$ cat src/rtl/uart_dt_pkg.sv
// Shared definitions for the UART "set clock" command path.
// Holds the FSM state encoding and the ASCII characters the frame uses.
// Also holds the frame position map, the error codes and small helpers.
// Frame layout, by byte index after the command byte:
//   0..1 day, 2 '.', 3..4 month, 5 '.', 6..9 year, 10 ' ',
//   11..12 hour, 13 ':', 14..15 minute, 16 ':', 17..18 second, 19 '\n'
package uart_dt_pkg;

   typedef enum logic {
      ST_IDLE  = 1'b0,
      ST_FRAME = 1'b1
   } state_e;

   typedef enum logic [2:0] {
      FLD_NONE,
      FLD_DAY,
      FLD_MONTH,
      FLD_YEAR,
      FLD_HOUR,
      FLD_MINUTE,
      FLD_SECOND
   } field_e;

   localparam logic [7:0] ASCII_0     = 8'h30;
   localparam logic [7:0] ASCII_9     = 8'h39;
   localparam logic [7:0] ASCII_DOT   = 8'h2E;
   localparam logic [7:0] ASCII_COLON = 8'h3A;
   localparam logic [7:0] ASCII_SPACE = 8'h20;
   localparam logic [7:0] ASCII_LF    = 8'h0A;

   localparam logic [4:0] POS_DAY0  = 5'd0;
   localparam logic [4:0] POS_DAY1  = 5'd1;
   localparam logic [4:0] POS_DOT0  = 5'd2;
   localparam logic [4:0] POS_MON0  = 5'd3;
   localparam logic [4:0] POS_MON1  = 5'd4;
   localparam logic [4:0] POS_DOT1  = 5'd5;
   localparam logic [4:0] POS_YEAR0 = 5'd6;
   localparam logic [4:0] POS_YEAR1 = 5'd7;
   localparam logic [4:0] POS_YEAR2 = 5'd8;
   localparam logic [4:0] POS_YEAR3 = 5'd9;
   localparam logic [4:0] POS_SPACE = 5'd10;
   localparam logic [4:0] POS_HOUR0 = 5'd11;
   localparam logic [4:0] POS_HOUR1 = 5'd12;
   localparam logic [4:0] POS_COL0  = 5'd13;
   localparam logic [4:0] POS_MIN0  = 5'd14;
   localparam logic [4:0] POS_MIN1  = 5'd15;
   localparam logic [4:0] POS_COL1  = 5'd16;
   localparam logic [4:0] POS_SEC0  = 5'd17;
   localparam logic [4:0] POS_SEC1  = 5'd18;
   localparam logic [4:0] POS_EOL   = 5'd19;

   localparam logic [1:0] ERR_FORMAT  = 2'd1;
   localparam logic [1:0] ERR_RANGE   = 2'd2;
   localparam logic [1:0] ERR_TIMEOUT = 2'd3;

   // Which field a digit at this position belongs to (FLD_NONE = separator).
   function automatic field_e field_at(input logic [4:0] pos);
      field_e f;
      case (pos)
         POS_DAY0, POS_DAY1:                       f = FLD_DAY;
         POS_MON0, POS_MON1:                       f = FLD_MONTH;
         POS_YEAR0, POS_YEAR1, POS_YEAR2, POS_YEAR3: f = FLD_YEAR;
         POS_HOUR0, POS_HOUR1:                     f = FLD_HOUR;
         POS_MIN0, POS_MIN1:                       f = FLD_MINUTE;
         POS_SEC0, POS_SEC1:                       f = FLD_SECOND;
         default:                                  f = FLD_NONE;
      endcase
      return f;
   endfunction

   // Expected separator byte at a non-digit position. Out-of-frame positions
   // return NUL so that they can never match a received byte.
   function automatic logic [7:0] sep_at(input logic [4:0] pos);
      logic [7:0] c;
      case (pos)
         POS_DOT0, POS_DOT1: c = ASCII_DOT;
         POS_SPACE:          c = ASCII_SPACE;
         POS_COL0, POS_COL1: c = ASCII_COLON;
         POS_EOL:            c = ASCII_LF;
         default:            c = 8'h00;
      endcase
      return c;
   endfunction

   // acc*10 + digit as two shifts and two adds, with no multiplier.
   function automatic logic [13:0] acc_step(input logic [13:0] acc, input logic [3:0] digit);
      return (acc << 3) + (acc << 1) + {10'd0, digit};
   endfunction

endpackage

$ cat src/rtl/dt_range_check.sv
// Combinational range check on a parsed date/time.
// The calendar set path can reuse this block. It does not check days-in-month.
// Any 4-digit year is legal, so the year is not an input.
//   day_i, month_i, hour_i, minute_i, second_i : full-width parsed values (0..99)
//   ok_o : 1 when day 1..31, month 1..12, hour<=23, minute<=59, second<=59
module dt_range_check (
   input  logic [6:0] day_i,
   input  logic [6:0] month_i,
   input  logic [6:0] hour_i,
   input  logic [6:0] minute_i,
   input  logic [6:0] second_i,
   output logic       ok_o
);

   assign ok_o = (day_i    >= 7'd1) && (day_i   <= 7'd31) &&
                 (month_i  >= 7'd1) && (month_i <= 7'd12) &&
                 (hour_i   <= 7'd23) &&
                 (minute_i <= 7'd59) &&
                 (second_i <= 7'd59);

endmodule

$ cat src/rtl/uart_datetime_set_parser.sv
// Parses the UART command 's' + "DD.MM.YYYY HH:MM:SS" + '\n' into binary
// date/time fields. The fields are handed to the clock/calendar counters.
//   clk_i, rst_n_i     : clock, asynchronous active-low reset
//   rx_data_i/valid_i  : byte stream from uart_rx (one-cycle valid strobe)
//   set_valid_o        : one-cycle strobe, fields hold a newly accepted value
//   day_o..second_o    : last accepted date/time
//   err_valid_o        : one-cycle strobe, frame rejected
//   err_code_o         : 1=format, 2=range, 3=timeout (sticky)
//   busy_o             : frame in progress
//
// state    | meaning
// ST_IDLE  | waiting for CMD_CHAR, other bytes dropped silently
// ST_FRAME | checking bytes by position idx_q, inter-byte timer running
module uart_datetime_set_parser
   import uart_dt_pkg::*;
#(
   parameter int unsigned TIMEOUT_CYCLES = 5_000_000,
   parameter logic [7:0]  CMD_CHAR       = 8'h73
) (
   input  logic        clk_i,
   input  logic        rst_n_i,
   input  logic [7:0]  rx_data_i,
   input  logic        rx_valid_i,
   output logic        set_valid_o,
   output logic [4:0]  day_o,
   output logic [3:0]  month_o,
   output logic [13:0] year_o,
   output logic [4:0]  hour_o,
   output logic [5:0]  minute_o,
   output logic [5:0]  second_o,
   output logic        err_valid_o,
   output logic [1:0]  err_code_o,
   output logic        busy_o
);

   // The timer is a down-counter loaded with TIMEOUT_CYCLES-1. The cycle
   // that finds it at zero without a byte is the TIMEOUT_CYCLES-th idle cycle.
   localparam int unsigned TMR_W = (TIMEOUT_CYCLES > 1) ? $clog2(TIMEOUT_CYCLES) : 1;
   localparam logic [TMR_W-1:0] TMR_LOAD = TMR_W'(TIMEOUT_CYCLES - 1);

   state_e            state_q, state_d;
   logic [4:0]        idx_q, idx_d;
   logic [TMR_W-1:0]  timer_q, timer_d;
   logic [6:0]        day_acc_q, day_acc_d;
   logic [6:0]        mon_acc_q, mon_acc_d;
   logic [13:0]       year_acc_q, year_acc_d;
   logic [6:0]        hour_acc_q, hour_acc_d;
   logic [6:0]        min_acc_q, min_acc_d;
   logic [6:0]        sec_acc_q, sec_acc_d;
   logic              set_q, set_d;
   logic              err_q, err_d;
   logic [1:0]        code_q, code_d;
   logic [4:0]        day_q;
   logic [3:0]        month_q;
   logic [13:0]       year_q;
   logic [4:0]        hour_q;
   logic [5:0]        minute_q;
   logic [5:0]        second_q;

   logic              range_ok;
   logic              rx_is_digit;
   logic [3:0]        digit;
   field_e            fld;

   dt_range_check u_range (
      .day_i    (day_acc_q),
      .month_i  (mon_acc_q),
      .hour_i   (hour_acc_q),
      .minute_i (min_acc_q),
      .second_i (sec_acc_q),
      .ok_o     (range_ok)
   );

   assign rx_is_digit = (rx_data_i >= ASCII_0) && (rx_data_i <= ASCII_9);
   // ASCII '0'..'9' are 0x30..0x39, so the low nibble is the digit value.
   assign digit       = rx_data_i[3:0];
   assign fld         = field_at(idx_q);

   always_ff @(posedge clk_i or negedge rst_n_i) begin
      if (!rst_n_i) begin
         state_q    <= ST_IDLE;
         idx_q      <= '0;
         timer_q    <= '0;
         day_acc_q  <= '0;
         mon_acc_q  <= '0;
         year_acc_q <= '0;
         hour_acc_q <= '0;
         min_acc_q  <= '0;
         sec_acc_q  <= '0;
         set_q      <= 1'b0;
         err_q      <= 1'b0;
         code_q     <= '0;
      end else begin
         state_q    <= state_d;
         idx_q      <= idx_d;
         timer_q    <= timer_d;
         day_acc_q  <= day_acc_d;
         mon_acc_q  <= mon_acc_d;
         year_acc_q <= year_acc_d;
         hour_acc_q <= hour_acc_d;
         min_acc_q  <= min_acc_d;
         sec_acc_q  <= sec_acc_d;
         set_q      <= set_d;
         err_q      <= err_d;
         code_q     <= code_d;
      end
   end

   // The published fields change only when a frame is accepted.
   always_ff @(posedge clk_i or negedge rst_n_i) begin
      if (!rst_n_i) begin
         day_q    <= '0;
         month_q  <= '0;
         year_q   <= '0;
         hour_q   <= '0;
         minute_q <= '0;
         second_q <= '0;
      end else if (set_d) begin
         day_q    <= day_acc_q[4:0];
         month_q  <= mon_acc_q[3:0];
         year_q   <= year_acc_q;
         hour_q   <= hour_acc_q[4:0];
         minute_q <= min_acc_q[5:0];
         second_q <= sec_acc_q[5:0];
      end
   end

   always_comb begin
      state_d    = state_q;
      idx_d      = idx_q;
      timer_d    = timer_q;
      day_acc_d  = day_acc_q;
      mon_acc_d  = mon_acc_q;
      year_acc_d = year_acc_q;
      hour_acc_d = hour_acc_q;
      min_acc_d  = min_acc_q;
      sec_acc_d  = sec_acc_q;
      set_d      = 1'b0;
      err_d      = 1'b0;
      code_d     = code_q;

      case (state_q)
         ST_IDLE: begin
            if (rx_valid_i && (rx_data_i == CMD_CHAR)) begin
               state_d    = ST_FRAME;
               idx_d      = '0;
               timer_d    = TMR_LOAD;
               day_acc_d  = '0;
               mon_acc_d  = '0;
               year_acc_d = '0;
               hour_acc_d = '0;
               min_acc_d  = '0;
               sec_acc_d  = '0;
            end
         end
         ST_FRAME: begin
            if (rx_valid_i) begin
               // A byte always beats a timer expiring in the same cycle.
               timer_d = TMR_LOAD;
               idx_d   = 5'(idx_q + 5'd1);
               if (fld != FLD_NONE) begin
                  if (!rx_is_digit) begin
                     state_d = ST_IDLE;
                     err_d   = 1'b1;
                     code_d  = ERR_FORMAT;
                  end else begin
                     case (fld)
                        FLD_DAY:    day_acc_d  = 7'(acc_step({7'd0, day_acc_q}, digit));
                        FLD_MONTH:  mon_acc_d  = 7'(acc_step({7'd0, mon_acc_q}, digit));
                        FLD_YEAR:   year_acc_d = acc_step(year_acc_q, digit);
                        FLD_HOUR:   hour_acc_d = 7'(acc_step({7'd0, hour_acc_q}, digit));
                        FLD_MINUTE: min_acc_d  = 7'(acc_step({7'd0, min_acc_q}, digit));
                        FLD_SECOND: sec_acc_d  = 7'(acc_step({7'd0, sec_acc_q}, digit));
                        default: ;
                     endcase
                  end
               end else if (rx_data_i != sep_at(idx_q)) begin
                  state_d = ST_IDLE;
                  err_d   = 1'b1;
                  code_d  = ERR_FORMAT;
               end else if (idx_q == POS_EOL) begin
                  state_d = ST_IDLE;
                  if (range_ok) begin
                     set_d = 1'b1;
                  end else begin
                     err_d  = 1'b1;
                     code_d = ERR_RANGE;
                  end
               end
            end else if (timer_q == '0) begin
               state_d = ST_IDLE;
               err_d   = 1'b1;
               code_d  = ERR_TIMEOUT;
            end else begin
               timer_d = timer_q - 1'b1;
            end
         end
         default: state_d = ST_IDLE;
      endcase
   end

   always_comb begin
      busy_o      = (state_q == ST_FRAME);
      set_valid_o = set_q;
      err_valid_o = err_q;
      err_code_o  = code_q;
      day_o       = day_q;
      month_o     = month_q;
      year_o      = year_q;
      hour_o      = hour_q;
      minute_o    = minute_q;
      second_o    = second_q;
   end

endmodule

$ cat config.mk
export PLATFORM = sky130hd
export DESIGN_NAME = uart_datetime_set_parser
export DESIGN_NICKNAME = d
export VERILOG_FILES = /design/src/rtl/uart_dt_pkg.sv /design/src/rtl/dt_range_check.sv /design/src/rtl/uart_datetime_set_parser.sv
export SDC_FILE = /design/constraint.sdc
export NUM_CORES = 1
export LEC_CHECK = 0
export CAP_MARGIN = 25
export CORE_UTILIZATION = 25
export CTS_CLUSTER_DIAMETER = 200
export DETAILED_ROUTE_END_ITERATION = 8
export GPL_TIMING_DRIVEN = 0
export SLEW_MARGIN = 0
export SYNTH_ARGS = -nofsm -noshare
export SYNTH_HDL_FRONTEND = slang
export SYNTH_SLANG_ARGS = --single-unit
$ cat constraint.sdc
create_clock -name clk_i -period 2.9 [get_ports clk_i]
set_input_delay 0.435 -clock clk_i [delete_from_list [all_inputs] [get_ports clk_i]]
set_output_delay 0.435 -clock clk_i [all_outputs]
set_load 0.02 [all_outputs]
==> run_results.csv <==
group,metric,value,unit
critical_path,cp_slowest_cell,"dfrtp_1",
logic_synthesis,ys_seq_area_share,40.9,%
timing,rsz0062_at_grt,"false",
finish,diodes,0,
pwr,p_leak,4.31,nW
pwr,ir_drop,0.325,mV
cts,cts_buffers,17,
min_path,hold_path.class,"reg2reg",
route,drt-initial-drc-count,387,
critical_path,endpoint_kind,"flip-flop",
cts,htreeDepth,4,
global_route,grtUsageTotal,12.3,%
pwr,power_frac_seq,37.1,%
route,routed_wl,17500,µm
route,viasPerCell,4.70,
finish,drive_gt1_share,14.4,%
global_route,overflow,0,
cts,worst_skew_pair.late_latency,0.42,ns
flow_run,cap_viol_max_count,0,
pwr,pwr-share-clk,43.3,%
timing,finalCriticalPeriod,2.74,ns
pwr,combPwrFrac,19.6,%
logic_synthesis,synth_seq_cells,122,
route,final_antenna_net_count,0,
timing,clock.fmax,364,MHz
route,drc,0,
pwr,cellPowerDensity,591,mW/mm²
critical_path,worst-path-max-fanout,10,
global_route,grt_pass1_wl,29800,µm
die,die_w,175,µm
timing,finClkSkew,0.0110,ns
global_route,grt_start_max_net_pins,76,
route,dr.pass1.iters,6,
finish,final_nets,880,
logic_synthesis,synth_cell_types,68,
timing,setup_viol,0,
logic_synthesis,synthesis.nets,801,
cts,clk_path_buf_depth,2,
pwr,p_switching,1.59,mW
timing,layout_setup_ws,0.156,ns
placed_design,hpwl,12800,µm
finish,final_cells,1185,
critical_path,cp.required,3.20,ns
finish,final_area,0.00927,mm²
logic_synthesis,syn_area_per_cell,10.5,µm²
timing,relSlewSlack,56.7,%
critical_path,cp.arrival,3.05,ns
timing,hold_viol_final,0,
logic_synthesis,synth_top_area_share,40.9,%
placed_design,postPlaceCellArea,0.00852,mm²
timing,worst_pin_slew,0.650,ns
logic_synthesis,syn_area,0.00746,mm²
logic_synthesis,synth_top_area_cell,"dfrtp_1",
finish,final_common_cell,"dfrtp_1",
critical_path,max_stage_delay,0.43,ns
pwr,total_power,5.48,mW
logic_synthesis,syn_inst,709,
critical_path,crit_path_start_kind,"flip-flop",
die,start_util,25.7,%
cts,cts_tree,"done",
placed_design,io_buffers,55,
die,dieArea,0.0305,mm²
die,core_area,0.0290,mm²
logic_synthesis,synthTopCellsByArea,"dfrtp_1, ha_1, mux2_2, xnor2_1, fa_1",
placed_design,pre_cts_slack,-0.910,ns
cts,cts-root-buf,"clkbuf_16",
critical_path,crit_buf_inv,3,
die,die_h,175,µm
die,row_count,62,
run_status,outcome,"finished, final reports clean",
die,io_pins,56,
pwr,p_int,3.89,mW
logic_synthesis,synth_edf_count,0,
logic_synthesis,ys_warn_count,0,
finish,layout_common_cells,"dfrtp_1, ha_1, nand2_1, clkdlybuf4s50_1, mux2_2",
critical_path,cp_top_family,"simple AND/OR/NAND/NOR gates",
critical_path,crit_top_cell,"buf_6",
finish,syn_to_final_growth,24.2,%
cts,path_clk_slew,0.06,ns
route,vias,5564,
timing,drv_slew,0,
cts,cts.sinks,122,
logic_synthesis,synth-async-reset-ratio,100,%
logic_synthesis,synth_flop_cell,"dfrtp_1",
pwr,swShare,29.0,%
placed_design,placedCellCount,1149,
global_route,grt_antenna_before_repair,0,
route,wl_per_cell,14.8,µm
critical_path,worstPathCellList,"inv_1 > ha_1 > or3b_2 > a32oi_1 > nor4_1 > nand3_1 > a211oi_4 > buf_6 > buf_6 > mux2_2",
critical_path,criticalPathCategory,"reg2reg",
timing,min_period_over_period,94.6,%
global_route,grt_pass1_vias,5688,
placed_design,gp_congestion,0.835,
stage by stage:
| step | setup TNS (ns) | util, % | hold slack [ns] |
|---|---|---|---|
| finish | 0 | 31.9 | 0.477 |
| global route | 0 | 31.9 | 0.520 |
| CTS | -0.890 | 31.7 | 0.481 |
| detailed placement | -51.14 | 29.4 | 0.409 |
| global placement | -486.24 | 29.3 | 0.453 |
| floorplan | 0 | - | 0.139 |
synth_stat cells, types with 3 or more instances:
cell      count
a31oi_1       4
o31ai_1       7
dfrtp_1     122
ha_1         69
or4_1         5
nand2b_1      7
o211ai_1      3
nor3_1       15
xor2_1       12
nor2_1       33
o21ai_0      40
a21o_1       15
nand3_1      11
a41o_1        3
or3_1         5
a211oi_1      5
nand4_1       6
a21oi_1      21
nand2_1      60
o41ai_1       6
mux2i_1      14
mux2_2       49
nor4_1        9
and3_1        4
inv_1        46
a22oi_1       6
fa_1         12
buf_2         7
xnor2_1      42
o21a_1        4
a32oi_1       5
clkbuf_1     18
nor2b_1       4
repair_timing:
item | CTS | global route
hold buffers | 1 | 0
resized for setup | 5 | 24
pin swaps | 0 | 3
endpoints found under the setup margin | 62 | 51
setup buffers | 0 | 3
hold endpoints to repair | 47 | 0
power groups by stage:
stage,Clock (mW),Combinational (mW),Sequential (mW)
5_1_grt,2.50,1.21,2.05
6_report,2.38,1.07,2.03
2_1_floorplan,0,0.747,2.03
3_5_place_dp,0,1.04,2.05
3_3_place_gp,0,1.01,2.05
4_1_cts,2.43,1.05,2.03
cell type report:
| cell class | instances | area (µm²) |
|---|---|---|
| clock buffers | 19 | 443 |
| fillers | 2984 | 19700 |
| multi-input cells | 514 | 4140 |
| plain buffers | 27 | 153 |
| clock inverters | 13 | 216 |
| flip-flops and latches | 122 | 3050 |
| well taps | 384 | 480 |
| repair buffers | 60 | 611 |
| inverters | 46 | 173 |
final timing paths:
kind / startpoint / end / slack, ns / depth (start not counted)
max in group asynchronous: rst_n_i / err_code_o[1]$_DFFE_PN0P_ / 1.64 / 3
worst max-delay path: idx_q[1]$_DFFE_PN0P_ / day_o[2]$_DFFE_PN0P_ / 0.16 / 10
worst max register to register: idx_q[1]$_DFFE_PN0P_ / day_o[2]$_DFFE_PN0P_ / 0.16 / 10
worst min-delay path: year_acc_q[13]$_DFFE_PN0P_ / year_acc_q[13]$_DFFE_PN0P_ / 0.48 / 2
min in group asynchronous: rst_n_i / second_o[2]$_DFFE_PN0P_ / 0.52 / 2
worst min register to register: year_acc_q[13]$_DFFE_PN0P_ / year_acc_q[13]$_DFFE_PN0P_ / 0.48 / 2
metal layers:
layer	wire length, µm	track usage, %	up-vias
met5	0	0	-
met4	218	3.41	0
met3	877	3.07	15
met2	8120	19.5	113
met1	8330	16.5	2743
li1	-	-	2693
tightest hold or removal path: stages (launching register included):
cell     delay (ns)
dfrtp_1        0.34
nand2_1        0.05
nand3_1        0.05
cell families after synthesis:
logic type | count (synthesis) | share of synthesized area, %
multiplexers | 65 | 9.58
buffers and inverters | 73 | 3.89
XOR/XNOR | 54 | 6.34
adder cells (fa/ha/maj) | 81 | 14.8
AND/OR/NAND/NOR | 181 | 12.7
AO/OA/AOI/OAI | 133 | 11.8
flip-flops | 122 | 40.9
state kept, by name (all words and copies together), names as in the netlist:
signal / cells
year_o: 14
mon_acc_q: 7
set_valid_o: 1
day_acc_q: 7
err_valid_o: 1
day_o: 5
sec_acc_q: 7
err_code_o: 2
month_o: 4
hour_o: 5
idx_q: 5
timer_q: 23
second_o: 6
minute_o: 6
min_acc_q: 7
hour_acc_q: 7
year_acc_q: 14
busy_o: 1
No activity file was read; power rests on OpenSTA's default activity.
